**src/rtl/inst_rom_fetch.sv**
```systemverilog
// Instruction fetch front end: streams sequential words out of a synchronous ROM
// into a small prefetch FIFO, with single-cycle branch redirect and flush.
module inst_rom_fetch #(
  parameter int                    ADDR_WIDTH = 16,
  parameter int                    DATA_WIDTH = 32,
  parameter int                    FIFO_DEPTH = 4,
  parameter logic [ADDR_WIDTH-1:0] BOOT_ADDR  = '0
) (
  input  logic                  clk,
  input  logic                  rst,
  input  logic                  fetch_en_i,
  input  logic                  branch_i,
  input  logic [ADDR_WIDTH-1:0] branch_addr_i,
  output logic                  rom_en_o,
  output logic [ADDR_WIDTH-1:0] rom_addr_o,
  input  logic [DATA_WIDTH-1:0] rom_rdata_i,
  output logic                  instr_valid_o,
  input  logic                  instr_ready_i,
  output logic [DATA_WIDTH-1:0] instr_rdata_o,
  output logic [ADDR_WIDTH-1:0] instr_addr_o
);

  localparam int PW = $clog2(FIFO_DEPTH);
  localparam int CW = PW + 1;

  typedef enum logic {S_IDLE, S_FETCH} state_e;

  typedef struct packed {
    logic [DATA_WIDTH-1:0] data;
    logic [ADDR_WIDTH-1:0] addr;
  } entry_t;

  state_e                     state_q;
  logic [ADDR_WIDTH-1:0]      fetch_addr_q, fetch_addr_d;
  logic [ADDR_WIDTH-1:0]      resp_addr_q;
  logic                       inflight_q;
  entry_t [FIFO_DEPTH-1:0]    mem_q;
  logic [PW-1:0]              rd_ptr_q, wr_ptr_q;
  logic [CW-1:0]              count_q, count_d;
  logic [CW:0]                used;
  logic                       credit_ok;
  logic                       push, pop;

  // Words already buffered plus the one still in the ROM pipe must leave room,
  // so a response can never arrive to a full FIFO.
  assign used      = {1'b0, count_q} + {{CW{1'b0}}, inflight_q};
  assign credit_ok = used < (CW+1)'(FIFO_DEPTH);

  assign rom_en_o      = (state_q == S_FETCH) && !branch_i && credit_ok;
  assign rom_addr_o    = fetch_addr_q;
  assign instr_valid_o = (count_q != '0) && !branch_i;
  assign instr_rdata_o = mem_q[rd_ptr_q].data;
  assign instr_addr_o  = mem_q[rd_ptr_q].addr;

  // A response landing in a branch cycle belongs to the old path and is dropped.
  assign push = inflight_q && !branch_i;
  assign pop  = instr_valid_o && instr_ready_i;

  always_comb begin
    fetch_addr_d = fetch_addr_q;
    if (branch_i)      fetch_addr_d = {branch_addr_i[ADDR_WIDTH-1:2], 2'b00};
    else if (rom_en_o) fetch_addr_d = fetch_addr_q + ADDR_WIDTH'(4);
  end

  always_comb begin
    count_d = count_q;
    if (branch_i)          count_d = '0;
    else if (push && !pop) count_d = count_q + CW'(1);
    else if (pop && !push) count_d = count_q - CW'(1);
  end

  always_ff @(posedge clk or posedge rst) begin
    if (rst) begin
      state_q      <= S_IDLE;
      fetch_addr_q <= BOOT_ADDR;
      resp_addr_q  <= '0;
      inflight_q   <= 1'b0;
      mem_q        <= '0;
      rd_ptr_q     <= '0;
      wr_ptr_q     <= '0;
      count_q      <= '0;
    end else begin
      state_q      <= fetch_en_i ? S_FETCH : S_IDLE;
      fetch_addr_q <= fetch_addr_d;
      inflight_q   <= rom_en_o;
      count_q      <= count_d;
      if (rom_en_o) resp_addr_q <= fetch_addr_q;
      if (branch_i) begin
        rd_ptr_q <= '0;
        wr_ptr_q <= '0;
      end else begin
        if (push) begin
          mem_q[wr_ptr_q] <= '{data: rom_rdata_i, addr: resp_addr_q};
          wr_ptr_q        <= wr_ptr_q + PW'(1);
        end
        if (pop) rd_ptr_q <= rd_ptr_q + PW'(1);
      end
    end
  end

endmodule

```
**config.mk**
```make
export PLATFORM = sky130hd
export DESIGN_NAME = inst_rom_fetch
export DESIGN_NICKNAME = d
export VERILOG_FILES = /design/src/rtl/inst_rom_fetch.sv
export SDC_FILE = /design/constraint.sdc
export NUM_CORES = 1
export LEC_CHECK = 0
export ABC_CLOCK_PERIOD_IN_PS = 6900
export CAP_MARGIN = 20
export CORE_AREA = 2 2 194 120
export CTS_CLUSTER_SIZE = 8
export DETAILED_ROUTE_END_ITERATION = 10
export DIE_AREA = 0 0 196 122
export GPL_TIMING_DRIVEN = 0
export PLACE_DENSITY = 0.68
export SETUP_SLACK_MARGIN = 0.4
export SLEW_MARGIN = 20
export SYNTH_ARGS = -nofsm -noshare
export SYNTH_HDL_FRONTEND = slang
export SYNTH_SLANG_ARGS = --single-unit
```
**constraint.sdc**
```tcl
create_clock -name clk -period 6.9 [get_ports clk]
set_input_delay 1.38 -clock clk [delete_from_list [all_inputs] [get_ports clk]]
set_output_delay 1.38 -clock clk [all_outputs]
set_load 0.01 [all_outputs]
```
==> tab_implementation.tex <==
\begin{tabular}{lr}
\hline
Metric & Value \\
\hline
\multicolumn{2}{l}{\textbf{Floorplan}} \\
Core footprint & 0.0224 mm² \\
Row count & 43 \\
Die extent in y & roughly 120 µm \\
Die outline area & between 0.02 and 0.025 mm² \\
Die Span X & around 200 µm \\
Starting Density & between 40\% and 50\% \\
Count of boundary I/O pins & roughly 120 \\
\multicolumn{2}{l}{\textbf{Critical path}} \\
Crit Path Max Fanout & 10 \\
Required time of the critical path & between 5 and 6 ns \\
Crit Path Class & in2out \\
Startpoint kind of the worst setup timing path & primary input \\
R2R depth & 5 \\
Critical Path End Type & output pin \\
Data arrival time of the critical path & between 3 and 4 ns \\
\multicolumn{2}{l}{\textbf{Clocking}} \\
TritonCTS buffer count & 31 \\
Skew-Pair Late Insertion Delay & 0.53 ns \\
Largest buffer count on any clock path & 3 \\
TritonCTS clock tree & yes \\
Number of hold buffers added after cts & 0 \\
CTS Root Cell & sky130\_fd\_sc\_hd\_\_clkbuf\_16 \\
Clock Sink Count & 221 \\
CTS HTree Levels & 1 \\
Quantity of gates resized following cts & 0 \\
Clock slew at the register clock pins of the worst setup and hold paths & around 0.050 ns \\
Postcts setup bufs & 0 \\
\multicolumn{2}{l}{\textbf{Cells and area}} \\
Fill count & 1796 \\
Sequential cell area & 0.00553 mm² \\
Layout area overhead & 25.0\% \\
Antenna diode count & 0 \\
Footprint of the multi-input gates & 0.00401 mm² \\
Share of post-route cells with drive strength above 1 & between 30\% and 40\% \\
Final Cell Area & $\sim$0.012 mm² \\
Core utilization of the finished layout & 54.6\% \\
Net count reported at finish & between 800 and 900 \\
\multicolumn{2}{l}{\textbf{Drt}} \\
Detailed Route Iter0 Violations & about 390 \\
DRC violation count after routing & 0 \\
Total via count in the routed design & approximately 6100 \\
Final routed wirelength across all metal layers & between 20000 and 25000 µm \\
Antenna Nets Post-Route & 0 \\
Routed WL per cell & slightly above 20 µm \\
Router iterations before antenna repair & 5 \\
Vias per inst & 5.56 \\
\multicolumn{2}{l}{\textbf{STA}} \\
Final Slew Violations & 0 \\
Crit share post-route & a little under three quarters \\
Setup violators final & 0 \\
Relative slew slack & between 40\% and 50\% \\
Maximum clock frequency & around 200 MHz \\
Pin slew with the least headroom to its limit & about 0.79 ns \\
Setup repair after global routing missed its margin & false \\
Setup tns final & 0 ns \\
Final Skew & 0.0107 ns \\
Hold Slack & 0.498 ns \\
Number of endpoints with negative hold slack in the final report & 0 \\
Clock period minus final worst setup slack & approximately 5 ns \\
\multicolumn{2}{l}{\textbf{Placement}} \\
Final weighted congestion in routability-driven placement & between 0.8 and 0.9 \\
Cell Area, Placed & around 0.011 mm² \\
Post-detail-place hpwl & around 16000 µm \\
I/O Buffers & roughly 110 \\
\multicolumn{2}{l}{\textbf{Logic synthesis}} \\
Async set or reset register ratio after synthesis & 100\% \\
Cell type contributing the most total cell area after synthesis & sky130\_fd\_sc\_hd\_\_dfrtp\_1 \\
Top cell type's share of synthesized area & approximately 57\% \\
Post-Synthesis Cell Area & between 0.009 and 0.01 mm² \\
Synthesized area divided by synthesized cell count & approximately 15 µm² \\
Synth Instances & between 600 and 700 \\
Sequential element share of the synthesized area & a little under three fifths \\
Number of enable-type register cells in the synthesized netlist & 0 \\
Synth top area cells & sky130\_fd\_sc\_hd\_\_dfrtp\_1 (57\%), sky130\_fd\_sc\_hd\_\_mux2\_2 (21\%), sky130\_fd\_sc\_hd\_\_mux4\_2 (11\%) \\
Primary flip-flop cell chosen by synthesis mapping & sky130\_fd\_sc\_hd\_\_dfrtp\_1 \\
Number of warnings issued by yosys & 0 \\
Count of unique library cells instantiated by Yosys & 48 \\
Synthesized flop and latch total & 221 \\
\multicolumn{2}{l}{\textbf{Power}} \\
Total power per unit cell area & a little under 400 mW/mm² \\
Leakage power figure & roughly 5.6 nW \\
Share of power burned in the clock network & between 20\% and 30\% \\
Power Total & 4.80 mW \\
Worst vdd ir & 0.000258 V \\
Sequential power share & 39.4\% \\
Internal Pwr Total & between 3 and 4 mW \\
Switching power & around 1.4 mW \\
Combinational fraction of design power & around a third \\
Switch share & 28.4\% \\
\multicolumn{2}{l}{\textbf{Global routing}} \\
Met1 routing resource usage after global routing & roughly 29\% \\
Maximum number of pins on one net before global-route repair & 37 \\
Via count of the first global-routing pass & about 6500 \\
Antenna violations before repair & 0 \\
Fraction of met3 tracks used by global routing & 4.21\% \\
Layer with the highest usage & met2 \\
Total global-route track usage & about 20\% \\
Wire length of the first global-routing pass & 36300 µm \\
Met2 capacity usage during global routing & between 30\% and 40\% \\
Final global-route overflow total & 0 \\
\multicolumn{2}{l}{\textbf{Run}} \\
Max-cap violations & 0 \\
\multicolumn{2}{l}{\textbf{Hold path}} \\
Number of instances on the worst hold path & 1 \\
Class of the most critical hold timing path & reg2reg \\
\multicolumn{2}{l}{\textbf{Run status}} \\
Status & finished clean \\
\hline
\end{tabular}
-- through the flow --
stage               setup WS, ns  instances
floorplan                   2.64        656
global placement            1.27       1060
detailed placement          2.03       1067
CTS                         2.03       1099
global route                1.87       1099
finish                      1.97       1099
-- cell type report --
type	count	share of cell area (%)
well taps	292	2.99
clock inverters	1	0.0409
multi-input cells	382	32.8
clock buffers	31	6.35
inverters	14	0.461
repair buffers	119	10.5
flip-flops and latches	221	45.2
plain buffers	39	1.59
-- worst paths after layout --
kind	startpoint	slack, ns	to
max	branch_i	1.97	instr_valid_o
min	mem_q[154]$_DFFE_PP0P_	0.50	mem_q[154]$_DFFE_PP0P_
max reg2reg	count_q[1]$_DFFE_PP0P_	4.80	count_q[1]$_DFFE_PP0P_
min reg2reg	mem_q[154]$_DFFE_PP0P_	0.50	mem_q[154]$_DFFE_PP0P_
max in group asynchronous	rst	4.61	mem_q[16]$_DFFE_PP0P_
min in group asynchronous	rst	1.29	mem_q[36]$_DFFE_PP0P_
-- metal layers --
layer	wire [µm]	vias up	share of wire, %
li1	-	2705	-
met1	10500	3195	46
met2	10500	176	46
met3	1340	37	5.9
met4	296	0	1.3
met5	0	-	0
-- state kept, by name, summed over array words and instances, names as in the netlist --
name,cells
mem_q,184
resp_addr_q,14
rom_addr_o,14
count_q,3
rd_ptr_q,2
wr_ptr_q,2
inflight_q,1
state_q,1
-- cell usage after synthesis, types with 3 or more instances --
cell                       number
sky130_fd_sc_hd__mux2i_1        4
sky130_fd_sc_hd__buf_4          4
sky130_fd_sc_hd__a311o_1        3
sky130_fd_sc_hd__a32oi_1        3
sky130_fd_sc_hd__clkbuf_1       8
sky130_fd_sc_hd__inv_1         14
sky130_fd_sc_hd__o311ai_0       4
sky130_fd_sc_hd__dfrtp_1      221
sky130_fd_sc_hd__ha_1           5
sky130_fd_sc_hd__nand3_1       10
sky130_fd_sc_hd__o21ai_0        4
sky130_fd_sc_hd__a21oi_1        3
sky130_fd_sc_hd__nor3_1         3
sky130_fd_sc_hd__mux4_2        46
sky130_fd_sc_hd__nor2_1         8
sky130_fd_sc_hd__mux2_2       184
sky130_fd_sc_hd__xnor2_1        4
sky130_fd_sc_hd__buf_2         26
sky130_fd_sc_hd__nand2_1       58
sky130_fd_sc_hd__or4_1          5
-- cell usage in the layout (no fill, tap or decap), drive strengths merged, types with 4 or more instances in the layout --
cell           count
mux2i              4
conb               4
clkbuf            39
or4                5
dfrtp            221
nand2             58
mux4              46
nor2               8
buf               38
o21ai              4
o311ai             4
xnor2              4
nand3             12
ha                 5
mux2             184
inv               13
clkdlybuf4s50    112
-- power by group through the flow --
stage	Sequential (mW)	Clock, mW	Combinational, mW
finish	1.89	1.28	1.63
global route	1.94	1.37	1.75
CTS	1.89	1.31	1.66
detailed placement	1.91	0	1.65
global placement	1.87	0	1.60
floorplan	1.83	0	0.977
-- cells by family after synthesis --
kind of cell	after synthesis	synth area share (%)
and+or+nand+nor	104	5.08
xor gates and xnor gates	6	0.537
buffers and inverters	53	2.52
other	1	0.0383
AOI/OAI and AO/OA	28	2.24
muxes	234	32.2
adders and majority gates	6	0.844
DFF	221	56.6
-- worst max-delay path: stages --
cell	delay [ns]
sky130_fd_sc_hd__clkdlybuf4s50_1	0.57
sky130_fd_sc_hd__clkbuf_1	0.48
sky130_fd_sc_hd__clkbuf_1	0.49
sky130_fd_sc_hd__nor2_1	0.13
sky130_fd_sc_hd__clkdlybuf4s50_1	0.50
(Power assumes the default switching activity.)
